==> config.mk <==
export PLATFORM = sky130hd
export DESIGN_NAME = video_timing_gen
export DESIGN_NICKNAME = d
export VERILOG_FILES = /design/src/rtl/video_timing_pkg.sv /design/src/rtl/video_pattern_gen.sv /design/src/rtl/video_timing_gen.sv
export SDC_FILE = /design/constraint.sdc
export NUM_CORES = 1
export LEC_CHECK = 0
export CORE_UTILIZATION = 35
export DETAILED_ROUTE_END_ITERATION = 12
export SKIP_LAST_GASP = 1
export SLEW_MARGIN = 15
export SYNTH_ARGS = -nofsm -noshare
export SYNTH_HDL_FRONTEND = slang
export SYNTH_SLANG_ARGS = --single-unit
==> constraint.sdc <==
create_clock -name pclk -period 4.4 [get_ports pclk]
set_input_delay 0.88 -clock pclk [delete_from_list [all_inputs] [get_ports pclk]]
set_output_delay 0.88 -clock pclk [all_outputs]
set_load 0.05 [all_outputs]
==> src/rtl/video_timing_pkg.sv <==
// Shared types and constants for the raster timing generator and its test-pattern source.
package video_timing_pkg;

    typedef enum logic [1:0] {
        PAT_CHECK = 2'd0,
        PAT_BARS  = 2'd1,
        PAT_GRAD  = 2'd2,
        PAT_BLACK = 2'd3
    } pattern_e;

    // Bar order: white, yellow, cyan, green, magenta, red, blue, black ({r,g,b}).
    localparam logic [23:0] BAR_RGB [8] = '{
        24'hFFFFFF, 24'hFFFF00, 24'h00FFFF, 24'h00FF00,
        24'hFF00FF, 24'hFF0000, 24'h0000FF, 24'h000000
    };

endpackage

==> src/rtl/video_pattern_gen.sv <==
// Combinational test-pattern colour for one pixel; the caller registers and blanks it.
module video_pattern_gen
    import video_timing_pkg::*;
(
    input  logic [7:0] x,
    input  logic [7:0] y,
    input  logic [2:0] bar_idx,
    input  logic [7:0] frame_cnt,
    input  pattern_e   pattern,
    output logic [7:0] r,
    output logic [7:0] g,
    output logic [7:0] b
);

    always_comb begin
        r = '0;
        g = '0;
        b = '0;
        unique case (pattern)
            PAT_CHECK: begin
                if (x[3] ^ y[3]) begin
                    {r, g, b} = 24'hFFFFFF;
                end
            end
            PAT_BARS:  {r, g, b} = BAR_RGB[bar_idx];
            PAT_GRAD: begin
                r = x;
                g = y;
                b = frame_cnt;
            end
            default: ;
        endcase
    end

endmodule

==> src/rtl/video_timing_gen.sv <==
// Parametrised raster timing generator: stage 1 holds the h/v counters, stage 2 registers
// every output from the stage-1 position so sync, DE, coordinates and RGB stay aligned.
module video_timing_gen
    import video_timing_pkg::*;
#(
    parameter int H_ACTIVE = 256,
    parameter int H_FP     = 5,
    parameter int H_SYNC   = 29,
    parameter int H_BP     = 94,
    parameter int V_ACTIVE = 224,
    parameter int V_FP     = 17,
    parameter int V_SYNC   = 3,
    parameter int V_BP     = 20,
    parameter bit HS_POL   = 1'b0,
    parameter bit VS_POL   = 1'b0,
    parameter int CNT_W    = 10
) (
    input  logic             pclk,
    input  logic             reset,
    input  logic             ce_pix,
    input  logic [1:0]       pattern_sel,
    output logic             hs,
    output logic             vs,
    output logic             hblank,
    output logic             vblank,
    output logic             de,
    output logic [CNT_W-1:0] x,
    output logic [CNT_W-1:0] y,
    output logic             frame_start,
    output logic             field,
    output logic [7:0]       r,
    output logic [7:0]       g,
    output logic [7:0]       b
);

    localparam int H_TOTAL = H_ACTIVE + H_FP + H_SYNC + H_BP;
    localparam int V_TOTAL = V_ACTIVE + V_FP + V_SYNC + V_BP;

    localparam logic [CNT_W-1:0] H_LAST   = CNT_W'(H_TOTAL - 1);
    localparam logic [CNT_W-1:0] H_ACT    = CNT_W'(H_ACTIVE);
    localparam logic [CNT_W-1:0] HS_BEG   = CNT_W'(H_ACTIVE + H_FP);
    localparam logic [CNT_W-1:0] HS_END   = CNT_W'(H_ACTIVE + H_FP + H_SYNC);
    localparam logic [CNT_W-1:0] V_LAST   = CNT_W'(V_TOTAL - 1);
    localparam logic [CNT_W-1:0] V_ACT    = CNT_W'(V_ACTIVE);
    localparam logic [CNT_W-1:0] VS_BEG   = CNT_W'(V_ACTIVE + V_FP);
    localparam logic [CNT_W-1:0] VS_END   = CNT_W'(V_ACTIVE + V_FP + V_SYNC);
    localparam logic [CNT_W-1:0] BAR_LAST = CNT_W'(H_ACTIVE / 8 - 1);
    localparam logic [CNT_W-1:0] CNT_ONE  = CNT_W'(1);

    // Stage 1 state
    logic [CNT_W-1:0] h_reg, v_reg, bar_sub_reg;
    logic [2:0]       bar_idx_reg;
    logic             field_reg;
    logic [7:0]       frame_cnt_reg;
    pattern_e         pat_reg;

    // Stage 2 output registers
    logic             hs_reg, vs_reg, hblank_reg, vblank_reg, de_reg;
    logic [CNT_W-1:0] x_reg, y_reg;
    logic             frame_start_reg, field_out_reg;
    logic [7:0]       r_reg, g_reg, b_reg;

    logic             h_wrap, v_wrap, at_origin, h_act, v_act, de_next;
    logic [CNT_W-1:0] x_next, y_next;
    logic [7:0]       r_next, g_next, b_next;
    pattern_e         pat_next;

    assign h_wrap    = (h_reg == H_LAST);
    assign v_wrap    = (v_reg == V_LAST);
    assign at_origin = (h_reg == '0) && (v_reg == '0);
    assign h_act     = (h_reg < H_ACT);
    assign v_act     = (v_reg < V_ACT);
    assign de_next   = h_act && v_act;
    assign x_next    = de_next ? h_reg : '0;
    assign y_next    = de_next ? v_reg : '0;
    // A selection arriving on the origin ce already applies to that first pixel.
    assign pat_next  = at_origin ? pattern_e'(pattern_sel) : pat_reg;

    video_pattern_gen u_pattern (
        .x         (x_next[7:0]),
        .y         (y_next[7:0]),
        .bar_idx   (bar_idx_reg),
        .frame_cnt (frame_cnt_reg),
        .pattern   (pat_next),
        .r         (r_next),
        .g         (g_next),
        .b         (b_next)
    );

    always_ff @(posedge pclk or posedge reset) begin
        if (reset) begin
            h_reg         <= '0;
            v_reg         <= '0;
            bar_sub_reg   <= '0;
            bar_idx_reg   <= '0;
            field_reg     <= 1'b0;
            frame_cnt_reg <= '0;
            pat_reg       <= PAT_CHECK;
        end else if (ce_pix) begin
            h_reg <= h_wrap ? '0 : h_reg + CNT_ONE;
            if (h_wrap) begin
                v_reg <= v_wrap ? '0 : v_reg + CNT_ONE;
                if (v_wrap) begin
                    field_reg     <= ~field_reg;
                    frame_cnt_reg <= frame_cnt_reg + 8'd1;
                end
            end
            // Bar index steps every H_ACTIVE/8 active pixels without a divider.
            if (h_wrap) begin
                bar_sub_reg <= '0;
                bar_idx_reg <= '0;
            end else if (h_act) begin
                if (bar_sub_reg == BAR_LAST) begin
                    bar_sub_reg <= '0;
                    bar_idx_reg <= bar_idx_reg + 3'd1;
                end else begin
                    bar_sub_reg <= bar_sub_reg + CNT_ONE;
                end
            end
            if (at_origin) begin
                pat_reg <= pat_next;
            end
        end
    end

    always_ff @(posedge pclk or posedge reset) begin
        if (reset) begin
            hs_reg          <= ~HS_POL;
            vs_reg          <= ~VS_POL;
            hblank_reg      <= 1'b1;
            vblank_reg      <= 1'b1;
            de_reg          <= 1'b0;
            x_reg           <= '0;
            y_reg           <= '0;
            frame_start_reg <= 1'b0;
            field_out_reg   <= 1'b0;
            r_reg           <= '0;
            g_reg           <= '0;
            b_reg           <= '0;
        end else if (ce_pix) begin
            hs_reg          <= (h_reg >= HS_BEG && h_reg < HS_END) ? HS_POL : ~HS_POL;
            vs_reg          <= (v_reg >= VS_BEG && v_reg < VS_END) ? VS_POL : ~VS_POL;
            hblank_reg      <= ~h_act;
            vblank_reg      <= ~v_act;
            de_reg          <= de_next;
            x_reg           <= x_next;
            y_reg           <= y_next;
            frame_start_reg <= at_origin;
            field_out_reg   <= field_reg;
            r_reg           <= de_next ? r_next : 8'd0;
            g_reg           <= de_next ? g_next : 8'd0;
            b_reg           <= de_next ? b_next : 8'd0;
        end
    end

    assign hs          = hs_reg;
    assign vs          = vs_reg;
    assign hblank      = hblank_reg;
    assign vblank      = vblank_reg;
    assign de          = de_reg;
    assign x           = x_reg;
    assign y           = y_reg;
    assign frame_start = frame_start_reg;
    assign field       = field_out_reg;
    assign r           = r_reg;
    assign g           = g_reg;
    assign b           = b_reg;

endmodule

Yosys cells after proc, flatten, opt, wreduce, memory -nomap -nowiden
Memories as Yosys holds them, arrays and structs flattened.
Cells that the tools add are included.
{ "op_classes": {"multipliers": 0, "n_shift": 0, "reduce_logical": 14, "n_addsub": 5, "n_mux": 22, "bitwise_logic": 5, "eq_ne": 5, "n_lt_le_gt_ge": 7, "n_div": 0} }
{ "op_table": {"columns": ["operator", "n"], "rows": [
  ["$pmux 8 s3", 3],
  ["$mux 10", 7],
  ["$mux 24", 2],
  ["$mux 8", 4],
  ["$add 10x1->10 const B", 3],
  ["$eq 10x9->1 const B", 2],
  ["$logic_not 10->1", 2],
  ["$lt 10x8->1 const B", 2],
  ["$lt 10x9->1 const B", 2],
  ["$eq 10x5->1 const B", 1],
  ["$ge 10x8->1 const B", 1],
  ["$ge 10x9->1 const B", 1],
  ["$mux 3", 3],
  ["$add 8x1->8 const B", 1],
  ["$reduce_and 2->1", 3],
  ["$reduce_and 3->1", 2],
  ["$ge 4x4->1 const B", 1],
  ["$logic_and 1x1->1", 4],
  ["$not 3->4", 1],
  ["$reduce_bool 2->1", 2],
  ["$add 3x1->3 const B", 1],
  ["$not 1->1", 3],
  ["$eq 2x1->1 const B", 1],
  ["$eq 2x2->1 const B", 1],
  ["4 further kinds", 5]
]} }
{ "totals": {"inputBits": 5, "word_cells": 78, "latchBits": 0, "romBits": 192, "output_inout_bits": 51, "n_memories": 1, "ram_bits": 0, "ff_bits": 95} }
{ "memory_table": {"columns": ["memory", "depth", "width", "read_ports", "rd_clocked_by_memory_dff", "write_ports", "line_no", "text"], "rows": [
  ["(name not given)", 8, 24, 1, 0, 0, "video_pattern_gen.sv:25", "PAT_BARS: {r, g, b} = BAR_RGB[bar_idx];"]
]} }

Longest topological paths before layout
{ "logic_depth": {"depth_word": 7, "depth_mapped": 9, "depth_no_buf": 8} }

Hierarchy
Synthesis repeated with hierarchy kept, for this count alone.
{ "unflattened": {"cells_unflattened": 476, "area_unflattened_um2": 4845.9} }
{ "modules_own_cells": {"columns": ["mod", "n_inst", "area_per_inst_um2", "seq_area_each_um2", "cells_each"], "rows": [
  ["video_timing_gen", 1, 4480.5, 2382.3, 434],
  ["video_pattern_gen", 1, 365.4, 0.0, 42]
]} }

Worst setup path before layout
OpenSTA, ideal clock, no wires.
{ "synth_timing": {"path_type": "in2reg", "from": "input ce_pix", "to": "register frame_cnt_reg[1]", "path_buffers": 1, "required_ps": 4275, "arrival_time_ps": 1947, "cell_stages": 5, "path_slack_ps": 2328, "path_cell_list": "inv_2 -> nor4_4 -> and4_1 -> buf_4 -> mux2_2"} }
{ "synth_via": {"elab_chain_cells": 1} }
{ "synth_lines": {"columns": ["item", "line_no", "text"], "rows": [
  ["from (decl)", "video_timing_gen.sv:20", "input logic ce_pix,"],
  ["$reduce_and 3->1 (no line)", null, null],
  ["to (signal assigned)", "video_timing_gen.sv:105", "frame_cnt_reg <= frame_cnt_reg + 8'd1;"],
  ["to (decl)", "video_timing_gen.sv:54", "logic [7:0] frame_cnt_reg;"]
]} }
No other way between the ends.
A chain may end at the register's enable or synchronous reset.

Final worst setup path
{ "layout_timing": {"from": "register h_reg[0]", "to": "register r_reg[3] (netlist: r[3])"} }
{ "layout_via": {"elab_chain_cells": 7, "word_cells_on_any_way": 14} }
{ "layout_lines": {"columns": ["item", "line_no", "text"], "rows": [
  ["from (decl)", "video_timing_gen.sv:51", "logic [CNT_W-1:0] h_reg, v_reg, bar_sub_reg;"],
  ["from (signal assigned)", "video_timing_gen.sv:100", "h_reg <= h_wrap ? '0 : h_reg + CNT_ONE;"],
  ["$lt 10x9->1", "video_timing_gen.sv:71", "assign h_act = (h_reg < H_ACT);"],
  ["$logic_and 1x1->1", "video_timing_gen.sv:73", "assign de_next = h_act && v_act;"],
  ["$mux 10 (on tied branches)", "video_timing_gen.sv:74, video_timing_gen.sv:75", null],
  ["$xor 1x1->1", "video_pattern_gen.sv:21", "if (x[3] ^ y[3]) begin"],
  ["$mux 8", "video_pattern_gen.sv:21", null],
  ["$pmux 8 s3", "video_pattern_gen.sv:19", "unique case (pattern)"],
  ["$mux 8 (*)", "video_timing_gen.sv:150", "r_reg <= de_next ? r_next : 8'd0;"],
  ["to (signal assigned)", "video_timing_gen.sv:150", null],
  ["to (decl)", "video_timing_gen.sv:61", "logic [7:0] r_reg, g_reg, b_reg;"]
]} }
Every way passes the cells marked *; elsewhere a longest branch is shown, timed or not.

==> results.json <==
{
  "status": "finished, final reports clean",
  "syn_area_per_cell_sq_um": 10.4,
  "slew_viol_final": 0,
  "hold_viol_final": 0,
  "fin_cells": 670,
  "nets": 510,
  "synth_nets": 468,
  "ys_warn_count": 0,
  "r2r-start": "h_reg[0]",
  "fin_crit_sh_pct": 59.6,
  "maxCapViolCount": 0,
  "grt_pass1_wl_mm": 18.3,
  "top_layer_used": "met4",
  "cts-hold-fix-buffers": 0,
  "clk-insertion-delay-late_ps": 340,
  "worstReg2RegEnd": "r[3]",
  "num_vias": 3503,
  "syn-instance-count": 452,
  "p_per_area_mw_per_mm2": 613,
  "p_leak_nw": 2.39,
  "vias_per_cell": 5.23,
  "finClkSkew_ps": 6.11,
  "synth-edff-count": 0,
  "wl_per_cell_um": 15.9,
  "tns_ps": 0,
  "fin_crit_ps": 2620,
  "syn_to_final_growth_pct": 20.0,
  "arrival_ps": 2810,
  "rsz0062_at_grt": "false",
  "grt_pass1_vias": 3596,
  "dp_hpwl_mm": 7.27,
  "die_width_um": 118,
  "pin_count": 56,
  "grt.total_usage_pct": 16.5,
  "crit_end": "r[3]",
  "drt_iter0_markers": 182,
  "ant_nets": 0,
  "critPathBufInv": 1,
  "crit_chain": "inv_1, ha_1, nor4b_1, nand3_1, or2_4, o2111ai_4, o2bb2ai_1",
  "post_cts_resized": 0,
  "post-route-util_pct": 43.9,
  "dpl.cell_count": 655,
  "post_cts_buffers": 0,
  "async_flop_share_pct": 100,
  "start_kind": "register",
  "antenna_found_initial": 0,
  "setup_violations": 0,
  "gp_congestion": 0.822,
  "crit_path_end_kind": "register",
  "antenna_cells": 0,
  "die-area_sq_mm": 0.0139,
  "yosys.area.top_type_share_pct": 48.5,
  "critPathLaunch": "h_reg[0]",
  "h-tree-depth": 3,
  "path_delay_family": "compound AO/OA/AOI/OAI gates",
  "fmax_ghz": 0.381,
  "clkTransAtPathRegs_ps": 60,
  "worst_slew_pin_slew_ps": 856,
  "max_slew_margin_pct": 42.9,
  "fp-row-count": 41,
  "clockRootBuffer": "clkbuf_16",
  "setup.worst_path.class": "register to register",
  "crit_slowest_cell": "o2111ai_4",
  "cp_slowest_stage_delay_ps": 710,
  "cts_buffers": 9,
  "met1_length_mm": 4.86,
  "ys_ff_latch": 95,
  "overflow": 0,
  "core-area_sq_mm": 0.0128,
  "yosys.area.top_type": "dfrtp_1",
  "worstSetupPathDepth": 7,
  "final_cell_mix": "91 x dfrtp_1, 54 x clkdlybuf4s50_1, 36 x o21ai_0",
  "hold_class": "register to register",
  "numClockSinks": 95,
  "netlist_top_cells_area": "dfrtp_1 49%, o21ai_0 3.8%, nand3_1 3.4%, o2bb2ai_2 3.2%, ha_1 2.9%",
  "cts_tree": "built",
  "drc_errors": 0,
  "initial_core_util_pct": 36.6,
  "wl_met3_um": 298,
  "hold_ws_ps": 469,
  "reg2regPathDepth": 7,
  "fp.dieH_um": 118,
  "dr_wl_met2_mm": 5.33,
  "irDropWorstVdd_mv": 0.322,
  "cp.required_ps": 4580,
  "crit_fanout": 24,
  "ys_types": 53,
  "port_buffers": 55,
  "synthFlopType": "dfrtp_1",
  "routed_wl_mm": 10.6,
  "syn_area_sq_mm": 0.00469,
  "reg2reg_setup_slack_ps": 1780,
  "clock_path_buffers": 2,
  "grt_start_max_net_pins": 59,
  "drive_gt1_share_pct": 11.4,
  "ys_seq_area_share_pct": 50.7,
  "dr.pass1.iters": 4,
  "final_common_cell": "dfrtp_1"
}
[how the worst min path moves through the flow]
stage                     start               end  cells past startpoint
2_1_floorplan         field_reg         field_reg                      1
5_1_grt               field_reg         field_reg                      1
3_5_place_dp   frame_cnt_reg[7]  frame_cnt_reg[7]                      1
4_1_cts        frame_cnt_reg[7]  frame_cnt_reg[7]                      1
6_report              field_reg         field_reg                      1
3_3_place_gp          field_reg         field_reg                      1
[per-layer routing]
layer  up-vias  track usage [%]
met4         0             6.41
met5         -                0
li1       1692                -
met1      1748             21.7
met3        11             2.76
met2        52             27.2
[cell usage after synthesis (all sizes together) (2+ instances only)]
library cell   n
a21oi         15
a31oi         18
and3           5
and4           3
buf           16
clkbuf        14
dfrtp         91
dfstp          4
ha            11
inv           27
mux2           8
nand2         29
nand2b         5
nand3         36
nand4          8
nand4b         4
nor2          30
nor2b          7
nor3           8
nor3b          2
nor4           3
o21ai         36
o2bb2ai       24
o31ai          5
o41ai          3
or3            2
or4            4
xnor2         12
xor2          10
[report_power, final]
part	total [mW]	switching, mW	internal (mW)	leakage [nW]
clock network	0.700	0.306	0.394	0.129
logic	1.46	0.946	0.516	1.03
registers	1.29	0.215	1.07	1.23
total	3.45	1.47	1.98	2.39
[cell type report]
cell class | count | area, sq um
clock buffer | 13 | 250
timing repair buffer | 61 | 591
multi-input combinational | 300 | 2080
sequential | 95 | 2380
fill | 1240 | 7190
clock inverter | 2 | 10.0
inverter | 27 | 103
tap | 172 | 215
[cells by family (layout without fill, tap and decap cells)]
| kind of cell | count (synthesis) | after routing | share of synthesized area (%) |
|---|---|---|---|
| simple gates | 153 | 153 | 18.6 |
| buf+inv | 57 | 103 | 5.28 |
| xor+xnor | 22 | 22 | 4.10 |
| compound gates | 106 | 106 | 16.5 |
| fa+ha+maj | 11 | 11 | 2.93 |
| flops | 95 | 95 | 50.7 |
| mux | 8 | 8 | 1.92 |
[stage by stage]
step | total power, mW | area (sq um) | setup WS [ps]
finish | 3.45 | 5630 | 1780
global route | 3.67 | 5630 | 1580
CTS | 3.49 | 5630 | 1710
detailed placement | 2.77 | 5370 | 1690
global placement | 2.75 | 5370 | 1760
floorplan | 2.32 | 4690 | 1050
Note: power is estimated with default switching activity, not from simulation.
